--- src/rtl/vector_addsub_pkg.sv ---
// Shared types and constants for the vector add/sub pipeline.
// Lane opcode encoding and the legal range of the pipeline depth parameter.
package vector_addsub_pkg;

  typedef enum logic {
    OP_ADD = 1'b0,
    OP_SUB = 1'b1
  } op_e;

  localparam int STAGES_MIN = 1;
  localparam int STAGES_MAX = 4;

endpackage

--- src/rtl/vector_addsub_lane.sv ---
// Single-lane W-bit add/subtract with carry/not-borrow and signed overflow flags.
// Build option: VECTOR_ADDSUB_SAT_EN clamps y_o to the signed limits on overflow.
module vector_addsub_lane
  import vector_addsub_pkg::*;
#(
  parameter int W = 8
) (
  input  logic [W-1:0] a_i,
  input  logic [W-1:0] b_i,
  input  op_e          op_i,
  output logic [W-1:0] y_o,
  output logic         cout_o,
  output logic         ovf_o
);

  logic [W-1:0] b_eff;
  logic [W:0]   sum;
  logic [W-1:0] raw;
  logic         is_sub;

  // Subtraction is a + ~b + 1, so cout is the unsigned not-borrow.
  assign is_sub = (op_i == OP_SUB);
  assign b_eff  = is_sub ? ~b_i : b_i;
  assign sum    = {1'b0, a_i} + {1'b0, b_eff} + {{W{1'b0}}, is_sub};
  assign raw    = sum[W-1:0];
  assign cout_o = sum[W];
  assign ovf_o  = (a_i[W-1] == b_eff[W-1]) && (raw[W-1] != a_i[W-1]);

`ifdef VECTOR_ADDSUB_SAT_EN
  // On overflow both operands share a's sign, which picks the limit.
  assign y_o = ovf_o ? (a_i[W-1] ? {1'b1, {(W-1){1'b0}}} : {1'b0, {(W-1){1'b1}}}) : raw;
`else
  assign y_o = raw;
`endif

endmodule

--- src/rtl/vector_addsub_pipe.sv ---
// N-lane add/subtract pipeline, STAGES deep, with per-stage valid and back-pressure.
// Build option: VECTOR_ADDSUB_SAT_EN (saturating lane results).
module vector_addsub_pipe
  import vector_addsub_pkg::*;
#(
  parameter int W      = 8,
  parameter int N      = 4,
  parameter int STAGES = 2
) (
  input  logic         clock,
  input  logic         reset,
  input  logic         in_valid,
  output logic         in_ready,
  input  logic         in_op,
  input  logic [W-1:0] a [N],
  input  logic [W-1:0] b [N],
  output logic         out_valid,
  input  logic         out_ready,
  output logic [W-1:0] y [N],
  output logic [N-1:0] cout,
  output logic [N-1:0] ovf
);

  if (STAGES < STAGES_MIN || STAGES > STAGES_MAX) begin : g_bad_stages
    $error("vector_addsub_pipe: STAGES out of range");
  end

  // Handshake: a transfer happens on a rising edge where valid && ready are
  // both high; valid never waits on ready, and ready may depend on valid.
  logic [STAGES-1:0] valid_q;
  op_e               op_q  [STAGES];
  logic [W-1:0]      a_q   [STAGES][N];
  logic [W-1:0]      b_q   [STAGES][N];

  logic [STAGES-1:0] src_valid_d;
  op_e               src_op_d [STAGES];
  logic [W-1:0]      src_a_d  [STAGES][N];
  logic [W-1:0]      src_b_d  [STAGES][N];
  logic [STAGES-1:0] ready_d;

  // A stage can load when it is empty or its content moves on this edge.
  always_comb begin
    logic r;
    ready_d = '0;
    r       = out_ready;
    for (int k = STAGES - 1; k >= 0; k--) begin
      r          = !valid_q[k] || r;
      ready_d[k] = r;
    end
  end

  always_comb begin
    src_valid_d    = '0;
    src_valid_d[0] = in_valid;
    src_op_d[0]    = op_e'(in_op);
    for (int i = 0; i < N; i++) begin
      src_a_d[0][i] = a[i];
      src_b_d[0][i] = b[i];
    end
    for (int k = 1; k < STAGES; k++) begin
      src_valid_d[k] = valid_q[k-1];
      src_op_d[k]    = op_q[k-1];
      for (int i = 0; i < N; i++) begin
        src_a_d[k][i] = a_q[k-1][i];
        src_b_d[k][i] = b_q[k-1][i];
      end
    end
  end

  always_ff @(posedge clock) begin
    if (reset) begin
      valid_q <= '0;
      for (int k = 0; k < STAGES; k++) begin
        op_q[k] <= OP_ADD;
        for (int i = 0; i < N; i++) begin
          a_q[k][i] <= '0;
          b_q[k][i] <= '0;
        end
      end
    end else begin
      for (int k = 0; k < STAGES; k++) begin
        if (ready_d[k]) begin
          valid_q[k] <= src_valid_d[k];
          op_q[k]    <= src_op_d[k];
          for (int i = 0; i < N; i++) begin
            a_q[k][i] <= src_a_d[k][i];
            b_q[k][i] <= src_b_d[k][i];
          end
        end
      end
    end
  end

  assign in_ready  = ready_d[0] && !reset;
  assign out_valid = valid_q[STAGES-1];

  // Operands ride the pipe; the lanes evaluate from the final stage registers.
  for (genvar i = 0; i < N; i++) begin : g_lane
    vector_addsub_lane #(.W(W)) u_lane (
      .a_i    (a_q[STAGES-1][i]),
      .b_i    (b_q[STAGES-1][i]),
      .op_i   (op_q[STAGES-1]),
      .y_o    (y[i]),
      .cout_o (cout[i]),
      .ovf_o  (ovf[i])
    );
  end

endmodule

--- config.mk ---
export PLATFORM = sky130hd
export DESIGN_NAME = vector_addsub_pipe
export DESIGN_NICKNAME = d
export VERILOG_FILES = /design/src/rtl/vector_addsub_pkg.sv /design/src/rtl/vector_addsub_lane.sv /design/src/rtl/vector_addsub_pipe.sv
export SDC_FILE = /design/constraint.sdc
export NUM_CORES = 1
export LEC_CHECK = 0
export ABC_CLOCK_PERIOD_IN_PS = 5100
export BUFFER_PORTS_ARGS = -buffer_cell sky130_fd_sc_hd__buf_4
export CORE_ASPECT_RATIO = 2
export CORE_MARGIN = 5
export CORE_UTILIZATION = 61
export CTS_CLUSTER_DIAMETER = 100
export DETAILED_ROUTE_END_ITERATION = 10
export GPL_ROUTABILITY_DRIVEN = 0
export GPL_TIMING_DRIVEN = 0
export PLACE_DENSITY = 0.85
export REMOVE_ABC_BUFFERS = 1
export SLEW_MARGIN = 10
export SYNTH_ARGS = -nofsm -noshare
export SYNTH_HDL_FRONTEND = slang
export SYNTH_SLANG_ARGS = --single-unit
--- constraint.sdc ---
create_clock -name clock -period 5.1 [get_ports clock]
set_input_delay 0.51 -clock clock [delete_from_list [all_inputs] [get_ports clock]]
set_output_delay 0.51 -clock clock [all_outputs]
set_load 0.05 [all_outputs]
---- After elaboration in Yosys (flattened, before gate mapping) ----
Memory sizes are Yosys's and may differ from the RTL's.
Cells that the tools add are included.
word-level totals
  input port bits ......................... 69
  bits in read-only memories .............. 0
  output and inout bits ................... 42
  RAM bits ................................ 130
  logic and storage cells ................. 83
  flip-flop bits (word level) ............. 2
  memories kept ........................... 3
  latch bits .............................. 0
memory list
  memory  depth  width  rd ports  clocked after memory_dff  wr ports  RTL line                  text
  a_q     2      32     2         0                         2         vector_addsub_pipe.sv:32  logic [W-1:0] a_q [STAGES][N];
  b_q     2      32     2         0                         2         vector_addsub_pipe.sv:33  logic [W-1:0] b_q [STAGES][N];
  op_q    2      1      2         0                         2         vector_addsub_pipe.sv:31  op_e op_q [STAGES];
cells by class
  bitwise logic cells ..................... 22
  order comparisons ....................... 0
  equal/unequal tests ..................... 8
  shifts and indexed selects .............. 0
  muxes and demuxes ....................... 30
  $mul .................................... 0
  reductions and logical operators ........ 10
  divide/modulo/power cells ............... 0
  add/sub/neg operators ................... 8
operators by type and width
  cell               number
  $mux 8             20
  $add 8x8->9        4
  $add 9x1->9        4
  $not 8->8          4
  $or 1x1->1         18
  $mux 1             10
  $logic_and 1x1->1  5
  $eq 1x1->1         4
  $ne 1x1->1         4
  $logic_not 1->1    3
  $logic_or 1x1->1   2

---- Depth between registers and ports, before layout ----
  depth after elaboration ................. 7
  gate-level depth with buffers ........... 9
  mapped depth without buffers ............ 7

---- Modules after synthesis ----
From an unflattened synthesis, not the netlist that was laid out.
second synthesis, totals
  cells, all modules ...................... 539
  area, all modules ....................... 7324.5 um^2
by module, submodules not included
  module              times used  area an instance (um^2)  sequential area each (um^2)  cells each
  vector_addsub_pipe  1           5442.7                   3943.8                       299
  vector_addsub_lane  4           470.5                    0.0                          60

---- Least setup slack after synthesis ----
OpenSTA, ideal clock, no wires.
  path kind ............................... register to output
  from .................................... memory op_q[0][1] in the netlist's numbering
  to ...................................... output port y[22] in the netlist's numbering
  slack ................................... 1837 ps
  required time ........................... 4590 ps
  cell stages (with the launch flop) ...... 9
  path buffers ............................ 2
  data arrival time ....................... 2753 ps
  cells stage by stage .................... edfxtp_1 > buf_4 > buf_2 > xor2_1 > ha_1 > nor2b_1 > o31a_1 > o31ai_1 > a21boi_1
RTL lines
  what             RTL line                  text
  start, declared  vector_addsub_pipe.sv:31
  end, declared    vector_addsub_pipe.sv:19  output logic [W-1:0] y [N],

==> run metrics <==
count of endpoints failing setup in the final report 0; arrival time of data at the critical path endpoint 3150 ps; # nets final 750; count of inserted antenna diode cells 0; register-to-register setup slack 3050 ps; critical path type register to primary output; Pins Over Slew Limit 0; required time of the critical path 4590 ps; flops & latches, synth 132; placeable core region approximately 11000 um^2; Overall Power 3260 uW; Comb pwr share between 20% and 30%; number of hold violations in the final report 0; starting DRC count in detailed routing 184; Detailed Route WL 13300 um; postcts setup bufs 0; total number of yosys warnings 0; post-route met1 wirelength roughly 4600 um; Worst Path Max Fanout 9; wire length of the first global-routing pass 21700 um; Reg power frac between 30% and 40%; CTS Buf Count 17; Achievable Freq roughly 270 MHz; worst min-delay path endpoint valid_q[0]; power density over cell area 384 nW/um^2; drt drc 0; launch instance of the worst register-to-register path valid_q[1]; share of the yosys chip area belonging to registers 57.8%; Top FF cell, synth edfxtp_1; Syn Inst Count 535; maximum vdd drop 0.437 mV; most area-hungry cell type in the Yosys netlist edfxtp_1; Initial Utilization 62.3%; kind of start point of the critical path register; number of antenna violations at the first check in global routing 0; synth top area cells edfxtp_1, and2_1, ha_1, xor2_1, xnor2_1; DP Wirelength 8980 um; Clock Latency Late Sink slightly above 400 ps; buffers from clock root to sink, at most 2; switching pwr roughly 930 uW; floorplan die area 13500 um^2; total via count in the routed design around 4400; Unique masters post-synth 41; top-level I/O count 111; count of flip-flops with a built-in enable after synthesis 130; number of input and output port buffers inserted 110; floorplan row count 54; Cell Area, Synth approximately 6800 um^2; number of cells on the worst reg-to-reg path 4; worst reg2reg path endpoint b_q[0][9]; number of clock sinks seen by CTS 132; portion of the clock cycle consumed by the worst path in the final layout 71.7%; endpoint class of the critical path primary output; Area growth syn-to-layout 24.4%; post-CTS resize count 0; Relative slew margins a little over two fifths; switching power as a share of total power 28.6%; most used cells in the layout excluding fill and tap cells and2_1, edfxtp_1, buf_4, xor2_1, ha_1; remaining antenna violation count 0; Placed Instance Area 7860 um^2; Post-Route Skew 6.25 ps; DR pass1 iterations 4; Synth top area share 57.2%; vias in the first global route 4671; Vert. Die Dim 160 um; measured slew at the worst slew-check pin 850 ps; hold_buf cts 0; length of routed met3 wiring around 670 um; internal cell power 2330 uW; pin count of the biggest net entering global routing 66; hold path startpoint in_valid; proportion of synthesized flip-flops having asynchronous set or reset 0%; FILL cells 656; status finished, final reports clean; overall track demand over capacity in global routing 20.4%; final period demand of the worst path 3660 ps; number of maximum-capacitance constraint violations 0; highest metal used met4; wire length on met2 7610 um; post-route cell area between 8000 and 9000 um^2; total congestion overflow 0; Synth Area per Inst about 13 um^2; register clock-pin slew on the reported worst setup and hold paths approximately 60 ps; routed vias/inst around 5.5; chip width 84.8 um; clock network power share 39.4%; detailed-route wire length per cell between 15 and 20 um; CTS HTree Levels 4; leakage dissipation 0.00379 uW; most frequent standard cell in the layout excluding fill and tap cells and2_1; Hold Path Cell Cnt 3; TNS Setup 0 ps; setup repair after global routing missed its margin no; CTS root buf clkbuf_16; fraction of final layout cells sized beyond drive strength 1 25.9%; clock tree from TritonCTS done; type of the most critical hold path primary input to register
worst max path at each step:
stage                          start  endpoint  slack [ps]  cells after the start
after floorplan           valid_q[1]  in_ready        1330                      2
after global placement     out_ready  in_ready         290                      4
after detailed placement  op_q[0][1]   cout[2]        1920                     10
after CTS                 op_q[0][1]   cout[0]        1440                      9
after global routing      op_q[0][1]     y[22]        1260                      9
final                     op_q[0][1]   cout[0]        1440                      9
state kept, by name, summed over array words and instances (netlist names):
register and flops:
a_q 64, op_q 2, valid_q 2, b_q 64
cells in the mapped netlist, drive strengths merged, types with 4 or more instances:
master  count
xnor2      12
nand2       8
mux2i       4
ha         31
nor2       21
a41oi       4
nor3        4
buf        12
o21ai      16
nor3b       4
fa          4
o31a        4
o21bai      4
clkbuf     13
a21oi      17
and2      138
nor2b       5
nor4        4
a211oi      4
inv        12
a221oi      4
a21o        4
o211ai      4
edfxtp    130
or2         6
nand3       8
a311oi      4
o31ai       4
xor2       36
o21a        5
worst max-delay path, stage by stage (launching register included):
cell and delay [ps]:
edfxtp_1 630, buf_8 230, xor2_1 210, inv_1 110, fa_1 450, nor2b_1 280
o31ai_1 120, a21oi_1 300, o22a_1 210, buf_4 200
power groups by stage:
stage | clock network [uW] | registers (uW) | logic, uW
detailed placement | 0 | 1310 | 684
global route | 1350 | 1290 | 739
global placement | 0 | 1310 | 650
finish | 1280 | 1280 | 692
CTS | 1290 | 1290 | 695
floorplan | 0 | 1300 | 470
stage by stage:
stage,utilization [%],instances,hold WS (ps),worst slack (ps)
after global routing,77.5,799,323,1260
final,77.5,799,317,1440
after floorplan,-,510,487,1330
after global placement,70.3,760,500,291
after CTS,77.5,799,309,1440
after detailed placement,71.8,767,506,1920
metal layers:
| metal | track usage, % | vias up |
|---|---|---|
| li1 | - | 2125 |
| met1 | 20.2 | 2129 |
| met2 | 38.0 | 131 |
| met3 | 5.23 | 33 |
| met4 | 9.94 | 0 |
| met5 | 0 | - |
area by class of cell:
class	count	area [um^2]	area share, %
Clock inverter	15	205	2.42
Inverter	12	45.0	0.531
Tap cell	140	175	2.06
Timing Repair Buffer	117	968	11.4
Sequential cell	132	3940	46.5
Multi-Input combinational cell	366	2730	32.1
Clock buffer	17	425	5.01
cell families after synthesis:
| logic type | after synthesis | synth area share (%) |
|---|---|---|
| AND/OR/NAND/NOR | 201 | 17.3 |
| multiplexers | 4 | 0.587 |
| XOR/XNOR | 48 | 6.16 |
| AO/OA/AOI/OAI | 78 | 8.67 |
| buffers and inverters | 37 | 2.59 |
| adder cells (fa/ha/maj) | 35 | 6.86 |
| flip-flops | 132 | 57.8 |
Power figures use the tool's default switching activity.
